## config.mk

```make
export PLATFORM = sky130hd
export DESIGN_NAME = oam_dma_ctrl
export DESIGN_NICKNAME = d
export VERILOG_FILES = /design/src/rtl/oam_dma_ctrl.sv
export SDC_FILE = /design/constraint.sdc
export NUM_CORES = 1
export LEC_CHECK = 0
export ABC_CLOCK_PERIOD_IN_PS = 1900
export BUFFER_PORTS_ARGS = -buffer_cell sky130_fd_sc_hd__buf_2
export CAP_MARGIN = 20
export CORE_AREA = 4 4 66 68
export DETAILED_ROUTE_END_ITERATION = 10
export DIE_AREA = 0 0 70 72
export PLACE_DENSITY = 0.87
export SKIP_CTS_REPAIR_TIMING = 1
export SYNTH_ARGS = -nofsm -noshare
export SYNTH_HDL_FRONTEND = slang
export SYNTH_SLANG_ARGS = --single-unit
```

## constraint.sdc

```tcl
create_clock -name clk -period 1.9 [get_ports clk]
set_input_delay 0.285 -clock clk [delete_from_list [all_inputs] [get_ports clk]]
set_output_delay 0.285 -clock clk [all_outputs]
set_load 0.1 [all_outputs]
```

## src/rtl/oam_dma_ctrl.sv

```systemverilog
// Sprite OAM DMA engine: copies one 256-byte CPU page to the sprite RAM data port
// (16'h2004), stalling the CPU for the duration and passing the bus through when idle.
module oam_dma_ctrl #(
  parameter int          READ_WAIT = 0,
  parameter logic [15:0] DMA_REG   = 16'h4014
) (
  input  logic        clk,
  input  logic        rst,
  input  logic [15:0] cpu_addr,
  input  logic [7:0]  cpu_data_in,
  input  logic        cpu_write_en,
  input  logic        cpu_read_en,
  output logic [7:0]  cpu_data_out,
  output logic        cpu_stall,
  output logic [15:0] mem_addr,
  output logic [7:0]  mem_data_in,
  output logic        mem_write_en,
  output logic        mem_read_en,
  input  logic [7:0]  mem_data_out,
  output logic        dma_busy,
  output logic        dma_done
);

  localparam logic [2:0] S_IDLE    = 3'd0;
  localparam logic [2:0] S_ALIGN   = 3'd1;
  localparam logic [2:0] S_RD      = 3'd2;
  localparam logic [2:0] S_RD_WAIT = 3'd3;
  localparam logic [2:0] S_WR      = 3'd4;

  localparam logic [15:0] OAM_DATA = 16'h2004;
  localparam int          WAIT_M1  = (READ_WAIT > 0) ? READ_WAIT - 1 : 0;
  localparam logic [1:0]  WAIT_LD  = WAIT_M1[1:0];
  localparam bit          NO_WAIT  = (READ_WAIT == 0);

  logic [2:0] state;
  logic [7:0] page;
  logic [7:0] idx;
  logic [7:0] buffer;
  logic [1:0] wcnt;

  logic trigger;
  logic rd_last;

  assign trigger = (state == S_IDLE) && cpu_write_en && (cpu_addr == DMA_REG);
  // Read data is sampled on the last cycle the read address is still presented.
  assign rd_last = ((state == S_RD) && NO_WAIT) ||
                   ((state == S_RD_WAIT) && (wcnt == 2'd0));
  assign dma_busy = (state != S_IDLE);

  always_ff @(posedge clk or negedge rst) begin
    if (!rst) begin
      state     <= S_IDLE;
      page      <= 8'h00;
      idx       <= 8'h00;
      wcnt      <= 2'd0;
      cpu_stall <= 1'b0;
      dma_done  <= 1'b0;
    end else begin
      dma_done <= 1'b0;
      case (state)
        S_IDLE: if (trigger) begin
          page      <= cpu_data_in;
          idx       <= 8'h00;
          state     <= S_ALIGN;
          cpu_stall <= 1'b1;
        end
        S_ALIGN: state <= S_RD;
        S_RD: if (NO_WAIT) begin
          state <= S_WR;
        end else begin
          state <= S_RD_WAIT;
          wcnt  <= WAIT_LD;
        end
        S_RD_WAIT: if (wcnt == 2'd0) state <= S_WR;
                   else              wcnt  <= wcnt - 2'd1;
        S_WR: begin
          idx <= idx + 8'd1;
          if (idx == 8'hFF) begin
            state     <= S_IDLE;
            cpu_stall <= 1'b0;
            dma_done  <= 1'b1;
          end else begin
            state <= S_RD;
          end
        end
        default: state <= S_IDLE;
      endcase
    end
  end

  always_ff @(posedge clk or negedge rst) begin
    if (!rst)         buffer <= 8'h00;
    else if (rd_last) buffer <= mem_data_out;
  end

  // Idle is a pure combinational passthrough; the trigger write itself never reaches memory.
  always_comb begin
    cpu_data_out = 8'h00;
    mem_addr     = {page, idx};
    mem_data_in  = 8'h00;
    mem_write_en = 1'b0;
    mem_read_en  = 1'b0;
    case (state)
      S_IDLE: begin
        cpu_data_out = mem_data_out;
        mem_addr     = cpu_addr;
        mem_data_in  = cpu_data_in;
        mem_write_en = cpu_write_en && (cpu_addr != DMA_REG);
        mem_read_en  = cpu_read_en;
      end
      S_RD: mem_read_en = 1'b1;
      S_WR: begin
        mem_addr     = OAM_DATA;
        mem_data_in  = buffer;
        mem_write_en = 1'b1;
      end
      default: ;
    endcase
  end

endmodule

```

## Word level (Yosys, flattened, before mapping)

Index checks and enable logic that the tools add are counted.

| word-level totals | value |
|---|---|
| bits of input ports | 36 |
| output and inout bits | 37 |
| register bits | 31 |
| logic and storage cells | 50 |

| cells by class | value |
|---|---|
| equality and inequality tests | 10 |
| $add $sub $neg | 2 |
| muxes and demuxes | 16 |
| reductions and logical operators | 14 |
| bitwise operators | 1 |

Operators with widths:

| cell | number |
|---|---|
| $pmux W16 S2 | 1 |
| $pmux W8 S2 | 2 |
| $eq A16 B15 Y1 const B | 1 |
| $mux W8 | 2 |
| $ne A16 B15 Y1 const B | 1 |
| $pmux W3 S5 | 1 |
| $add A8 B1 Y8 const B | 1 |
| $eq A8 B8 Y1 const B | 1 |
| $reduce_and A2 Y1 | 4 |
| $eq A3 B2 Y1 const B | 2 |
| $mux W3 | 2 |
| $pmux W1 S2 | 3 |
| $logic_and A1 B1 Y1 | 4 |
| $mux W1 | 4 |
| $ne A2 B2 Y1 const B | 2 |
| $eq A3 B1 Y1 const B | 1 |
| $eq A3 B3 Y1 const B | 1 |
| $logic_not A3 Y1 | 1 |
| $reduce_and A3 Y1 | 1 |
| $reduce_bool A3 Y1 | 1 |
| $logic_not A2 Y1 | 1 |
| $mux W2 | 1 |
| $ne A2 B1 Y1 const B | 1 |
| $reduce_bool A2 Y1 | 1 |
| 3 further kinds | 3 |

## Depth between registers and ports, before layout

| depth | value |
|---|---|
| word-level depth | 5 |
| depth in mapped cells | 6 |
| depth with buffers taken out | 6 |

## Worst setup path before layout

Ideal clock, no wire load.

| timing path | value |
|---|---|
| path kind | register to output |
| from | reg state[0] |
| to | out mem_read_en |
| required time | 1615 ps |
| arrival | 2580 ps |
| cell stages (with the launch flop) | 3 |
| slack | -965 ps |
| buffers on the path | 1 |
| cell sequence | dfrtp_1 -> buf_2 -> nor3_1 |

| between the ends | value |
|---|---|
| word-level cells in the longest chain between the ends | 2 |
| elaborated cells between the ends (all ways) | 3 |
| classes of those cells | eq/ne (1); mux (1); reduce/logical (1) |

Ends and longest elaborated chain:

| item | RTL line | source |
|---|---|---|
| from (decl) | 35 | `logic [2:0] state;` |
| from (signal assigned) | 52 | `state <= S_IDLE;` |
| from (signal assigned) | 64 | `state <= S_ALIGN;` |
| from (signal assigned) | 67 | `S_ALIGN: state <= S_RD;` |
| $eq A3 B2 Y1 / $logic_not A3 Y1 (equally long branches) | 103 | `case (state)` |
| $pmux W1 S2 (*) | 103 |  |
| to (decl) | 18 | `output logic mem_read_en,` |

Mark *: on every way between the ends. The rest lies on a longest branch, timed or not.

## Worst setup path after layout

| timing path | value |
|---|---|
| from | reg state[1] |
| to | out cpu_data_out[5] |

| between the ends | value |
|---|---|
| word-level cells in the longest chain between the ends | 2 |

Ends and longest elaborated chain:

| item | RTL line | source |
|---|---|---|
| $logic_not A3 Y1 | 103 |  |
| $mux W8 | 103 |  |
| to (decl) | 13 | `output logic [7:0] cpu_data_out,` |

No other way between the ends.

==> metrics.md <==
| Metric | Value |
|---|---|
| Clock slew at reported path FFs | `0.08 ns` |
| Most frequent cells in the layout | `buf_2 (39), buf_12 (34), dfrtp_1 (29)` |
| Pre-antenna DRT Iters | `5` |
| Clk buf depth | `2` |
| Top achievable clock speed | `509.7 MHz` |
| Synth top area cells | `dfrtp_1 (44%), a22o_1 (11%), mux2_2 (7.7%)` |
| Post-Syn Area | `1748 µm²` |
| Pre-CTS setup slack | `0.01747 ns` |
| VDD IR max | `832.3 µV` |
| Worst path required time | `1.62 ns` |
| Critical path startpoint category | `flop` |
| Sequential fraction of the synthesis area | `0.4438` |
| Total global-route track usage | `0.2696` |
| Layout cell share with drive strength beyond 1 | `0.6559` |
| Die width | `70 µm` |
| CTS tree | `done` |
| Worst skew pair latency | `0.30 ns` |
| Num CTS Buffers | `5` |
| Crit path arrival time | `1.68 ns` |
| Syn nets | `196` |
| Worst Hold Class | `input port to asynchronous set/reset pin` |
| Ports | `73` |
| Crit Path Max Fanout | `7` |
| Synthesis-to-layout area growth | `77.52%` |
| CTS Root Cell | `clkbuf_8` |
| Violation count after the first detailed-route iteration | `183` |
| Max-Cap Viols | `0` |
| Cell row count | `23` |
| Antenna Cells | `0` |
| Violated checks | `negative setup slack` |
| Kind of critical path | `flop to output port` |
| GP Congestion | `0.8361` |
| Final nets | `284` |
| DRC Markers | `0` |
| Biggest area consumer among synthesized cells | `dfrtp_1` |
| # clock sinks | `31` |
| Initial Util | `0.4533` |
| GRT overflow | `0` |
| Core area | `3856 µm²` |
| Critical Path End Type | `output port` |
| RSZ-0062 raised after global routing | `true` |
| Power Density | `647.7 nW/µm²` |
| Clock skew | `0.01061 ns` |
| Synth top area share | `0.4438` |
| Status | `complete, but fails checks` |
| Mean Syn Cell Area | `11.06 µm²` |
| CTS H-Tree Depth | `2` |
| Initial antenna violation count | `0` |
| WHS | `0.01485 ns` |
| Total power | `2.010 mW` |
| Cell count after synthesis | `158` |
| Seq cells post-synth | `31` |
| Chip Height | `72 µm` |
| Vias in the first global route | `1850` |
| Count of different cell masters after synthesis | `36` |
| Aggregate routed wire length | `8.270 mm` |
| Commonest non-fill, non-tap cell in the layout | `buf_2` |
| Final setup fails | `33` |
| Fin worst setup slack | `-0.06193 ns` |
| Post-route ant nets | `0` |
| Pins over their slew limit | `0` |
| I/O Buffers | `72` |
| Hold Vio Cnt, Final | `0` |
| Post-route minimum period | `1.962 ns` |
| Largest net degree at the start of global routing | `32` |
| DPL Wire Length | `4.529 mm` |
| Vias post-DR | `1919` |
| WL per Instance | `27.85 µm` |
| Slew headroom | `0.5364` |
| Ys Warns | `0` |
| Die area | `5040 µm²` |
| Slew at the pin with the worst max-slew slack | `0.6953 ns` |
| Vias/cell | `6.461` |
| P_leak | `1.494 nW` |
| Final period util | `1.033` |
| First-pass GRT wire length | `10.13 mm` |
[metrics by stage]
stage | util | setup TNS [ns] | instance area, µm² | cells
2_1_floorplan | - | -0.4791 | 1795 | 158
4_1_cts | 0.7333 | -6.259 | 2828 | 287
5_1_grt | 0.8047 | -2.505 | 3103 | 297
3_5_place_dp | 0.7028 | 0 | 2710 | 279
6_report | 0.8047 | -1.378 | 3103 | 297
3_3_place_gp | 0.7028 | 0 | 2710 | 279
[state kept, by name, summed over array words and instances (netlist names)]
signal and flops:
idx 8, state 3, page 8, wcnt 2, buffer 8, cpu_stall 1, dma_done 1
[critical path, cell delays in order, from the launching register on]
cell	delay [ns]
dfrtp_2	0.49
nor3_4	0.22
buf_6	0.17
clkbuf_16	0.16
and2_4	0.16
buf_12	0.17
[report_power, final]
part / leakage, nW / internal, mW / switching, mW
clock network: 0.0612 / 0.425 / 0.291
logic: 1.02 / 0.223 / 0.396
registers: 0.411 / 0.668 / 0.00737
[layer usage]
metal | vias up | global-route usage | share of wire
met3 | 47 | 0.1025 | 0.11
met1 | 921 | 0.2926 | 0.38
met2 | 186 | 0.4627 | 0.44
met5 | - | 0 | 0
met4 | 0 | 0.1362 | 0.062
li1 | 765 | - | -
[worst paths after layout]
| check | start | end | slack, ns | cells after the start |
|---|---|---|---|---|
| max in group asynchronous | rst | state[0]$_DFFE_PN0P_ | 1.39 | 1 |
| worst max register to register | state[1]$_DFFE_PN0P_ | page[7]$_DFFE_PN0P_ | 0.02 | 7 |
| min in group clk | mem_data_out[1] | buffer[1]$_DFFE_PN0P_ | 0.24 | 2 |
| worst min-delay path | rst | buffer[5]$_DFFE_PN0P_ | 0.01 | 1 |
| worst max-delay path | state[1]$_DFFE_PN0P_ | cpu_data_out[5] | -0.06 | 5 |
| worst min register to register | cpu_stall$_DFFE_PN0P_ | cpu_stall$_DFFE_PN0P_ | 0.52 | 1 |
[cells by family after synthesis]
group | share of synthesized area
adders and majority gates | 0.01431
xor gates and xnor gates | 0.005012
DFF | 0.4438
muxes | 0.1231
buffers and inverters | 0.03507
and+or+nand+nor | 0.1997
AOI/OAI and AO/OA | 0.1790
[layout make-up]
cell class	count	area, µm²
clock inverters	2	35.03
fillers	170	753.2
well taps	50	62.56
inverters	4	15.01
flip-flops and latches	31	778.2
repair buffers	90	1059
clock buffers	6	82.58
multi-input cells	114	1071
[synth_stat cells]
cell type  instances
dfrtp_1           31
a22o_1            22
mux2_2            12
nand2_1           11
and2_1             9
o21ai_0            8
nand3_1            5
buf_2              4
clkbuf_1           4
inv_1              4
mux2_4             4
nor2_1             4
nand2b_1           3
nor2b_1            3
nor4b_2            3
o211ai_1           3
o22a_1             3
a21oi_1            2
and3_1             2
ha_1               2
mux2i_1            2
nor3b_2            2
or3_1              2
a31oi_1            1
a41oi_1            1
buf_6              1
nand4_1            1
nand4_2            1
nor2_4             1
nor3_1             1
nor3_4             1
nor4_2             1
o22ai_1            1
or2_2              1
or3b_1             1
xnor2_1            1
Power figures use the tool's default switching activity.
